File: src/rtl/uart_tx_buffer_pkg.sv
// uart_tx_buffer_pkg: shared types for the UART transmit buffer.
// Byte width and sequencer state encoding.
package uart_tx_buffer_pkg;

    localparam int UART_DATA_W = 8;

    typedef logic [UART_DATA_W-1:0] byte_t;

    typedef enum logic [1:0] {
        ST_IDLE      = 2'd0,
        ST_LAUNCH    = 2'd1,
        ST_WAIT_DONE = 2'd2
    } tx_state_e;

endpackage

File: src/rtl/uart_tx_buffer_if.sv
// uart_tx_buffer_if: host byte write channel.
// valid/ready handshake, master drives bytes.
interface uart_tx_buffer_if;
    import uart_tx_buffer_pkg::*;

    logic  wr_valid;
    byte_t wr_data;
    logic  wr_ready;

    modport master (
        output wr_valid,
        output wr_data,
        input  wr_ready
    );

    modport slave (
        input  wr_valid,
        input  wr_data,
        output wr_ready
    );

endinterface

File: src/rtl/uart_tx_buffer_sync_fifo.sv
// sync_fifo: byte storage with wrapping pointers.
// level is an up/down counter, not a pointer difference.
module sync_fifo
    import uart_tx_buffer_pkg::*;
#(
    parameter int DEPTH  = 16,
    parameter int ADDR_W = 4,
    parameter int WIDTH  = UART_DATA_W
) (
    input  logic             clock,
    input  logic             reset_n,
    input  logic             i_flush,
    input  logic             i_wr_en,
    input  logic [WIDTH-1:0] i_wr_data,
    input  logic             i_rd_en,
    output logic [WIDTH-1:0] o_rd_data,
    output logic [ADDR_W:0]  o_level,
    output logic             o_empty,
    output logic             o_full
);

    localparam logic [ADDR_W:0] LP_FULL = (ADDR_W+1)'(DEPTH);

    logic [WIDTH-1:0]  r_mem [DEPTH];
    logic [ADDR_W-1:0] r_wr_ptr;
    logic [ADDR_W-1:0] r_rd_ptr;
    logic [ADDR_W:0]   r_level;

    logic w_wr;
    logic w_rd;

    assign o_full    = (r_level == LP_FULL);
    assign o_empty   = (r_level == '0);
    assign o_level   = r_level;
    assign o_rd_data = r_mem[r_rd_ptr];

    assign w_wr = i_wr_en && !o_full && !i_flush;
    assign w_rd = i_rd_en && !o_empty && !i_flush;

    // Storage: write the incoming byte at the tail.
    always_ff @(posedge clock or negedge reset_n) begin
        if (!reset_n) begin
            for (int i = 0; i < DEPTH; i++) begin
                r_mem[i] <= '0;
            end
        end else if (w_wr) begin
            r_mem[r_wr_ptr] <= i_wr_data;
        end
    end

    // Pointers wrap naturally at DEPTH; flush empties the queue.
    always_ff @(posedge clock or negedge reset_n) begin
        if (!reset_n) begin
            r_wr_ptr <= '0;
            r_rd_ptr <= '0;
        end else if (i_flush) begin
            r_wr_ptr <= '0;
            r_rd_ptr <= '0;
        end else begin
            if (w_wr) begin
                r_wr_ptr <= r_wr_ptr + 1'b1;
            end
            if (w_rd) begin
                r_rd_ptr <= r_rd_ptr + 1'b1;
            end
        end
    end

    // Occupancy: simultaneous push and pop leave it unchanged.
    always_ff @(posedge clock or negedge reset_n) begin
        if (!reset_n) begin
            r_level <= '0;
        end else if (i_flush) begin
            r_level <= '0;
        end else begin
            unique case ({w_wr, w_rd})
                2'b10:   r_level <= r_level + 1'b1;
                2'b01:   r_level <= r_level - 1'b1;
                default: r_level <= r_level;
            endcase
        end
    end

endmodule

File: src/rtl/uart_tx_buffer.sv
// uart_tx_buffer: byte queue plus send sequencer that
// feeds the UART transmitter one frame at a time.
module uart_tx_buffer
    import uart_tx_buffer_pkg::*;
#(
    parameter int DEPTH  = 16,
    parameter int ADDR_W = 4
) (
    input  logic                   clock,
    input  logic                   reset_n,
    uart_tx_buffer_if.slave        host,
    input  logic                   flush,
    input  logic                   tx_active_flag,
    input  logic                   tx_done_flag,
    output logic                   send,
    output logic [UART_DATA_W-1:0] data_in,
    output logic [ADDR_W:0]        level,
    output logic                   empty,
    output logic                   full,
    output logic                   overflow,
    output logic                   busy
);

    tx_state_e r_state;
    logic      r_send;
    byte_t     r_data;
    logic      r_overflow;

    byte_t           w_rd_data;
    logic [ADDR_W:0] w_level;
    logic            w_empty;
    logic            w_full;
    logic            w_wr_en;
    logic            w_pop;

    // A flush on the same edge discards the write.
    assign w_wr_en = host.wr_valid && !w_full && !flush;

    // Only an idle sequencer takes the head byte.
    assign w_pop = (r_state == ST_IDLE) && !w_empty && !flush;

    // Held low during reset so the host cannot write into it.
    assign host.wr_ready = reset_n && !w_full;

    assign send     = r_send;
    assign data_in  = r_data;
    assign level    = w_level;
    assign empty    = w_empty;
    assign full     = w_full;
    assign overflow = r_overflow;
    assign busy     = (r_state != ST_IDLE);

    sync_fifo #(
        .DEPTH  (DEPTH),
        .ADDR_W (ADDR_W),
        .WIDTH  (UART_DATA_W)
    ) u_fifo (
        .clock     (clock),
        .reset_n   (reset_n),
        .i_flush   (flush),
        .i_wr_en   (w_wr_en),
        .i_wr_data (host.wr_data),
        .i_rd_en   (w_pop),
        .o_rd_data (w_rd_data),
        .o_level   (w_level),
        .o_empty   (w_empty),
        .o_full    (w_full)
    );

    // Sticky flag for a write offered while full.
    always_ff @(posedge clock or negedge reset_n) begin
        if (!reset_n) begin
            r_overflow <= 1'b0;
        end else if (flush) begin
            r_overflow <= 1'b0;
        end else if (host.wr_valid && w_full) begin
            r_overflow <= 1'b1;
        end
    end

    // Sequencer: pop, hold send until the frame starts, await done.
    always_ff @(posedge clock or negedge reset_n) begin
        if (!reset_n) begin
            r_state <= ST_IDLE;
            r_send  <= 1'b0;
            r_data  <= '0;
        end else begin
            unique case (r_state)
                ST_IDLE: begin
                    r_send <= 1'b0;
                    if (w_pop) begin
                        r_data  <= w_rd_data;
                        r_state <= ST_LAUNCH;
                    end
                end
                ST_LAUNCH: begin
                    if (tx_done_flag) begin
                        r_send  <= 1'b0;
                        r_state <= ST_IDLE;
                    end else if (tx_active_flag) begin
                        r_send  <= 1'b0;
                        r_state <= ST_WAIT_DONE;
                    end else begin
                        r_send  <= 1'b1;
                    end
                end
                ST_WAIT_DONE: begin
                    r_send <= 1'b0;
                    if (tx_done_flag) begin
                        r_state <= ST_IDLE;
                    end
                end
                default: begin
                    r_send  <= 1'b0;
                    r_state <= ST_IDLE;
                end
            endcase
        end
    end

endmodule

File: src/flat_wrapper.sv
// flat-port wrapper written by rule: the top's interface ports become plain ports
module uart_tx_buffer_flat import uart_tx_buffer_pkg::*;
#(
    parameter int DEPTH  = 16,
    parameter int ADDR_W = 4
)
  (clock, reset_n, flush, tx_active_flag, tx_done_flag, send, data_in, level, empty, full, overflow, busy, host_wr_valid, host_wr_data, host_wr_ready);
  uart_tx_buffer_if host_i ();
  input  logic clock;
  input  logic reset_n;
  input  logic flush;
  input  logic tx_active_flag;
  input  logic tx_done_flag;
  output logic send;
  output logic [UART_DATA_W-1:0] data_in;
  output logic [ADDR_W:0] level;
  output logic empty;
  output logic full;
  output logic overflow;
  output logic busy;
  input wire logic [$bits(host_i.wr_valid)-1:0] host_wr_valid;
  input wire logic [$bits(host_i.wr_data)-1:0] host_wr_data;
  output wire logic [$bits(host_i.wr_ready)-1:0] host_wr_ready;
  assign host_i.wr_valid = host_wr_valid;
  assign host_i.wr_data = host_wr_data;
  assign host_wr_ready = host_i.wr_ready;
  uart_tx_buffer #(.DEPTH(DEPTH), .ADDR_W(ADDR_W)) u_core (.clock(clock), .reset_n(reset_n), .host(host_i), .flush(flush), .tx_active_flag(tx_active_flag), .tx_done_flag(tx_done_flag), .send(send), .data_in(data_in), .level(level), .empty(empty), .full(full), .overflow(overflow), .busy(busy));
endmodule
File: config.mk
export PLATFORM = sky130hd
export DESIGN_NAME = uart_tx_buffer_flat
export DESIGN_NICKNAME = d
export VERILOG_FILES = /design/src/rtl/uart_tx_buffer_pkg.sv /design/src/rtl/uart_tx_buffer_if.sv /design/src/rtl/uart_tx_buffer_sync_fifo.sv /design/src/rtl/uart_tx_buffer.sv /design/src/flat_wrapper.sv
export SDC_FILE = /design/constraint.sdc
export NUM_CORES = 1
export LEC_CHECK = 0
export CAP_MARGIN = 20
export CORE_MARGIN = 2
export CORE_UTILIZATION = 55
export DETAILED_ROUTE_END_ITERATION = 8
export GPL_ROUTABILITY_DRIVEN = 0
export PLACE_DENSITY = 0.74
export SETUP_SLACK_MARGIN = 0.1
export SYNTH_ARGS = -nofsm -noshare
export SYNTH_HDL_FRONTEND = slang
export SYNTH_SLANG_ARGS = --single-unit
File: constraint.sdc
create_clock -name clock -period 3.6 [get_ports clock]
set_clock_uncertainty 0.2 [all_clocks]
set_input_delay 0.36 -clock clock [delete_from_list [all_inputs] [get_ports clock]]
set_output_delay 0.36 -clock clock [all_outputs]
set_load 0.005 [all_outputs]
==> results.cfg, run 1 <==
[logic_synthesis]
yosysWarningCount = 0
synth-seq-cells = 153
syn_area_per_cell_sq_um = 14.8
syn-num-nets = 512
netlist_instances = 489
yosysTopAreaCell = dfrtp_1
syn_area_sq_um = 7260
synth-edff-count = 0
ys.flop_type = dfrtp_1
synthDistinctLibCells = 42
synth_area_leaders = dfrtp_1, mux2_2, mux4_2, mux2i_1, ha_1
async_reset_ff_frac = 1.00
ys_seq_area_frac = 0.527
synth_top_area_share = 0.527

[run]
cap_violations = 0

[worst_setup_path]
criticalPathCategory = reg2out
slowest_stage = or4_1
cp.arrival_ps = 2600
worst_setup_path_start_kind = register
slowest_delay_ps = 790
rr_worst_depth = 9
r2r_end = u_core.u_fifo.o_level[4]
worstPathRequired_ps = 3040
worst-path-max-fanout = 12
path_cells = or4_1 -> nor2_1 -> buf_4 -> clkdlybuf4s50_1
r2r_start = u_core.u_fifo.o_level[1]
critPathCaptureType = output pin
r2r_slack_ps = 640

[power_and_ir_drop]
power.density_nw_per_um2 = 686
p_leak_nw = 3.82
peakVddDrop_mv = 0.374

[clock_tree]
clkTransAtPathRegs_ps = 60
cts_root_buf = clkbuf_16
numCtsBuffers = 17
cts_buffer_depth = 2
cts-htree-levels = 4
clk_latency_ps = 420
clock_sinks = 153
cts_tree = done
post-cts-setup-buffers = 0
cts_resized = 0

[grt]
grt_pass1_wl_microns = 25100
grt_pass1_vias = 4468
grt_max_degree = 60
grt_antenna_before_repair = 0
track_usage = 0.237
grt-ovfl-total = 0

[sta]
tightest_slew_ps = 868
hold_viol = 0
slew_viol_final = 0
period_share = 0.879
min_period_ps = 3160
fin_hold_ws_ps = 256
final.setup.tns_ps = 0
rsz0062_at_grt = no
slew_headroom = 0.417
max_freq_mhz = 316
finalSetupViolCount = 0

[drt]
first_iter_violations = 198
ant_nets = 0
wl_per_cell_microns = 21.8
viasPerCell = 6.04
post-route-drc-count = 0
drt_wl_total_microns = 15400
first_pass_iters = 4
vias = 4279

[floorplanning]
row_count = 41
die-height_microns = 119
coreArea_sq_um = 12800
die_w_microns = 119
start_util = 0.568
ios = 33
dieArea_sq_um = 14100

[worst_hold_path]
hp-class = in2async

[finish]
syn_to_final_growth_pct = 16.5
n_antenna_cell = 0
final_common_cell = dfrtp_1
final_cell_mix = dfrtp_1, mux2_2, mux4_2, clkdlybuf4s50_1, mux2i_1
layout-drive-gt1-share = 0.414
fillers = 886
layout.nets = 546

[outcome]
status = finished clean

[placed_design]
io_buffers = 32
hpwl_microns = 9650
==> metrics by stage <==
step | area, sq um | power (mW) | utilization | instances | setup WS, ps
floorplan | 7260 | 3.18 | - | 489 | 757
global placement | 7740 | 3.67 | 0.606 | 675 | 699
detailed placement | 7740 | 3.73 | 0.606 | 675 | 664
CTS | 8460 | 5.84 | 0.662 | 708 | 424
global route | 8460 | 6.07 | 0.662 | 708 | 342
finish | 8460 | 5.80 | 0.662 | 708 | 437
==> sequential cells by signal, summed over array words and instances, names as in the netlist <==
signal,cells
u_core.u_fifo.o_level,5
u_core.u_fifo.r_wr_ptr,4
u_core.send,1
u_core.u_fifo.r_rd_ptr,4
u_core.data_in,8
u_core.r_state,2
u_core.u_fifo.r_mem,128
u_core.overflow,1
==> how the worst max path moves through the flow <==
stage / from / to / depth (start not counted)
floorplan: u_core.u_fifo.o_level[1] / u_core.u_fifo.o_level[4] / 10
global placement: flush / u_core.u_fifo.r_mem[2] / 6
detailed placement: flush / u_core.u_fifo.r_mem[2] / 6
CTS: u_core.u_fifo.o_level[1] / full / 4
global route: u_core.u_fifo.o_level[1] / full / 4
finish: u_core.u_fifo.o_level[1] / full / 4
==> logic make-up (layout without fill, tap and decap cells) <==
family          after synthesis  in the layout  share of synthesized area
compound gates               28             28                     0.0333
xor+xnor                      7              7                    0.00845
fa+ha+maj                     9              9                     0.0165
buf+inv                      41             88                     0.0257
flops                       153            153                      0.527
mux                         185            185                      0.333
simple gates                 66             66                     0.0555
==> critical path: cells and delay by family, from the launching register on <==
family                 cells  cell delay [ps]
buffers and inverters      2              780
AND/OR/NAND/NOR            2              960
flip-flops                 1              430
==> what timing repair did <==
action                     4_1_cts  5_1_grt
hold endpoints to repair        54        0
hold buffers                     1        0
setup endpoints to repair        0        0
==> synthesized netlist by cell type (5+ instances only) <==
| cell type | number |
|---|---|
| nand2_1 | 14 |
| mux4_2 | 32 |
| ha_1 | 8 |
| nor2_1 | 20 |
| mux2_2 | 127 |
| buf_2 | 8 |
| mux2i_1 | 21 |
| dfrtp_1 | 153 |
| mux2_1 | 5 |
| o221ai_1 | 8 |
| inv_1 | 10 |
| clkbuf_1 | 15 |
| nor2_2 | 8 |
==> metal layers <==
metal / GRT usage / wire [microns]
met5: 0 / 0
met4: 0.0766 / 242
met3: 0.0508 / 569
met2: 0.397 / 7940
met1: 0.310 / 6670
==> cell type report <==
class | instances | area, sq um | share of cell area
Clock inverter | 12 | 244 | 0.0289
Inverter | 10 | 37.5 | 0.00444
Multi-Input combinational cell | 295 | 3240 | 0.384
Tap cell | 172 | 215 | 0.0255
Timing Repair Buffer | 46 | 429 | 0.0508
Sequential cell | 153 | 3830 | 0.453
Clock buffer | 20 | 457 | 0.0540
==> power by group <==
part           leakage [nW]  total [mW]  switching (mW)  internal, mW
Combinational          1.42        1.44           0.644         0.792
Clock                 0.336        2.10           0.694          1.40
Sequential             2.06        2.26           0.264          2.00
No activity file was read; power rests on OpenSTA's default activity.
==> run 2, diff against run 1 <==
==> constraint.sdc (replaced) <==
create_clock -name clock -period 3.6 [get_ports clock]
set_clock_uncertainty 0.2 [all_clocks]
set_input_delay 0.72 -clock clock [delete_from_list [all_inputs] [get_ports clock]]
set_output_delay 0.72 -clock clock [all_outputs]
set_load 0.005 [all_outputs]
==> run 2 against run 1 <==
Power is 2.9% lower. Critical endpoint unchanged. Non-clock buffer count increased by 1. First-iteration DRC count increased by 29%. Routed wire length down 3.4%. Clock power down 8%. Sequential share of layout area is 0.21 points higher. Combinational power about the same. Core utilization is 0.30 points lower.
==> results.cfg, run 2 (same netlist as run 1, synthesis figures left out) <==
[outcome]
status = finished clean

[grt]
grt_pass1_vias = 4603
track_usage = 0.234
grt_antenna_before_repair = 0
grt-ovfl-total = 0
grt_max_degree = 64
grt_pass1_wl_microns = 25000

[drt]
post-route-drc-count = 0
drt_wl_total_microns = 14900
vias = 4232
ant_nets = 0
viasPerCell = 5.99
wl_per_cell_microns = 21.1
met3_length_microns = 717
first_pass_iters = 4
wl_met1_microns = 6300
wl_met2_microns = 7560
first_iter_violations = 255
highest_layer = met4

[sta]
finalSetupViolCount = 0
min_period_ps = 3300
hold_viol = 0
slew_headroom = 0.469
final.setup.tns_ps = 0
fin_ws_ps = 300
max_freq_mhz = 303
rsz0062_at_grt = no
period_share = 0.917
slew_viol_final = 0
tightest_slew_ps = 797

[power_and_ir_drop]
peakVddDrop_mv = 0.428
p_leak_nw = 3.80
clkPwrFrac = 0.343
seqPwrFrac = 0.397
power.density_nw_per_um2 = 669
power.net_switching_mw = 1.56
p_int_mw = 4.08
netSwitchingFraction = 0.276
combPwrFrac = 0.260

[finish]
fillers = 905
syn_to_final_growth_pct = 16.0
layout.nets = 547
largest_register_ffs = 128
seq_area_sq_um = 3830
layout-drive-gt1-share = 0.415
n_antenna_cell = 0
final_common_cell = dfrtp_1
multiInputGateArea_sq_um = 3250
regMostFlops = u_core.u_fifo.r_mem
final_cell_mix = dfrtp_1, mux2_2, mux4_2, clkdlybuf4s50_1, mux2i_1

[worst_setup_path]
worstPathRequired_ps = 2680
r2r_start = u_core.u_fifo.o_level[0]
rr_worst_depth = 9
worst-path-max-fanout = 11
worst_setup_path_start_kind = register
r2r_slack_ps = 470
criticalPathCategory = reg2out
cp.arrival_ps = 2380
critPathCaptureType = output pin
r2r_end = u_core.u_fifo.o_level[4]

[clock_tree]
clock_sinks = 153
clk_latency_ps = 420
numCtsBuffers = 17
clkTransAtPathRegs_ps = 60
cts_root_buf = clkbuf_16
cts-htree-levels = 4
cts_tree = done
cts_buffer_depth = 2

[floorplanning]
row_count = 41
start_util = 0.568
die_w_microns = 119
die-height_microns = 119
ios = 33
dieArea_sq_um = 14100
coreArea_sq_um = 12800

[placed_design]
post-place-ws_ps = 32.2
io_buffers = 32
hpwl_microns = 9680

[run]
cap_violations = 0

[worst_hold_path]
hp-class = in2async
run 2: power groups by stage:
stage / Combinational [mW] / Clock (mW) / Sequential (mW)
after floorplan: 1.03 / 0 / 2.16
after global routing: 1.61 / 2.04 / 2.28
final: 1.47 / 1.93 / 2.24
after CTS: 1.48 / 1.96 / 2.24
after detailed placement: 1.47 / 0 / 2.27
after global placement: 1.43 / 0 / 2.25
run 2: critical path, stage by stage, from the launching register on:
cell	delay, ps
dfrtp_1	450
or4_1	600
buf_4	220
nor2_2	160
clkdlybuf4s50_1	530
run 2: per-stage QoR:
stage / area, sq um / hold slack [ps] / total power [mW] / instances / utilization
6_report: 8420 / 0.910 / 5.63 / 707 / 0.659
5_1_grt: 8420 / 10.8 / 5.93 / 707 / 0.659
4_1_cts: 8410 / 2.45 / 5.68 / 707 / 0.659
3_5_place_dp: 7770 / 286 / 3.74 / 677 / 0.608
3_3_place_gp: 7770 / 265 / 3.67 / 677 / 0.608
2_1_floorplan: 7260 / 224 / 3.18 / 489 / -
run 2: layout make-up:
| cell class | count | share of cell area |
|---|---|---|
| clock buffers | 22 | 0.0563 |
| clock inverters | 8 | 0.0199 |
| repair buffers | 47 | 0.0531 |
| multi-input cells | 295 | 0.386 |
| flip-flops and latches | 153 | 0.455 |
| inverters | 10 | 0.00446 |
| well taps | 172 | 0.0256 |
run 2: worst max-delay path by stage:
stage | cells after the start | startpoint | slack (ps) | to
CTS | 4 | u_core.u_fifo.o_level[0] | 160 | full
global route | 4 | u_core.u_fifo.o_level[0] | 180 | full
floorplan | 9 | flush | 630 | u_core.u_fifo.o_level[4]
finish | 4 | u_core.u_fifo.o_level[0] | 300 | full
global placement | 9 | flush | 210 | u_core.u_fifo.o_level[4]
detailed placement | 9 | flush | 30 | u_core.u_fifo.o_level[4]
run 2: what timing repair did:
action / in CTS / in global routing
resized for setup: 0 / 1
hold buffers: 0 / 0
endpoints found under the setup margin: 0 / 2
setup buffers: 0 / 0
run 2: layer usage:
metal / vias up / GRT usage
met1: 2244 / 0.311
met2: 93 / 0.376
met3: 23 / 0.0484
li1: 1872 / -
met5: - / 0
met4: 0 / 0.102
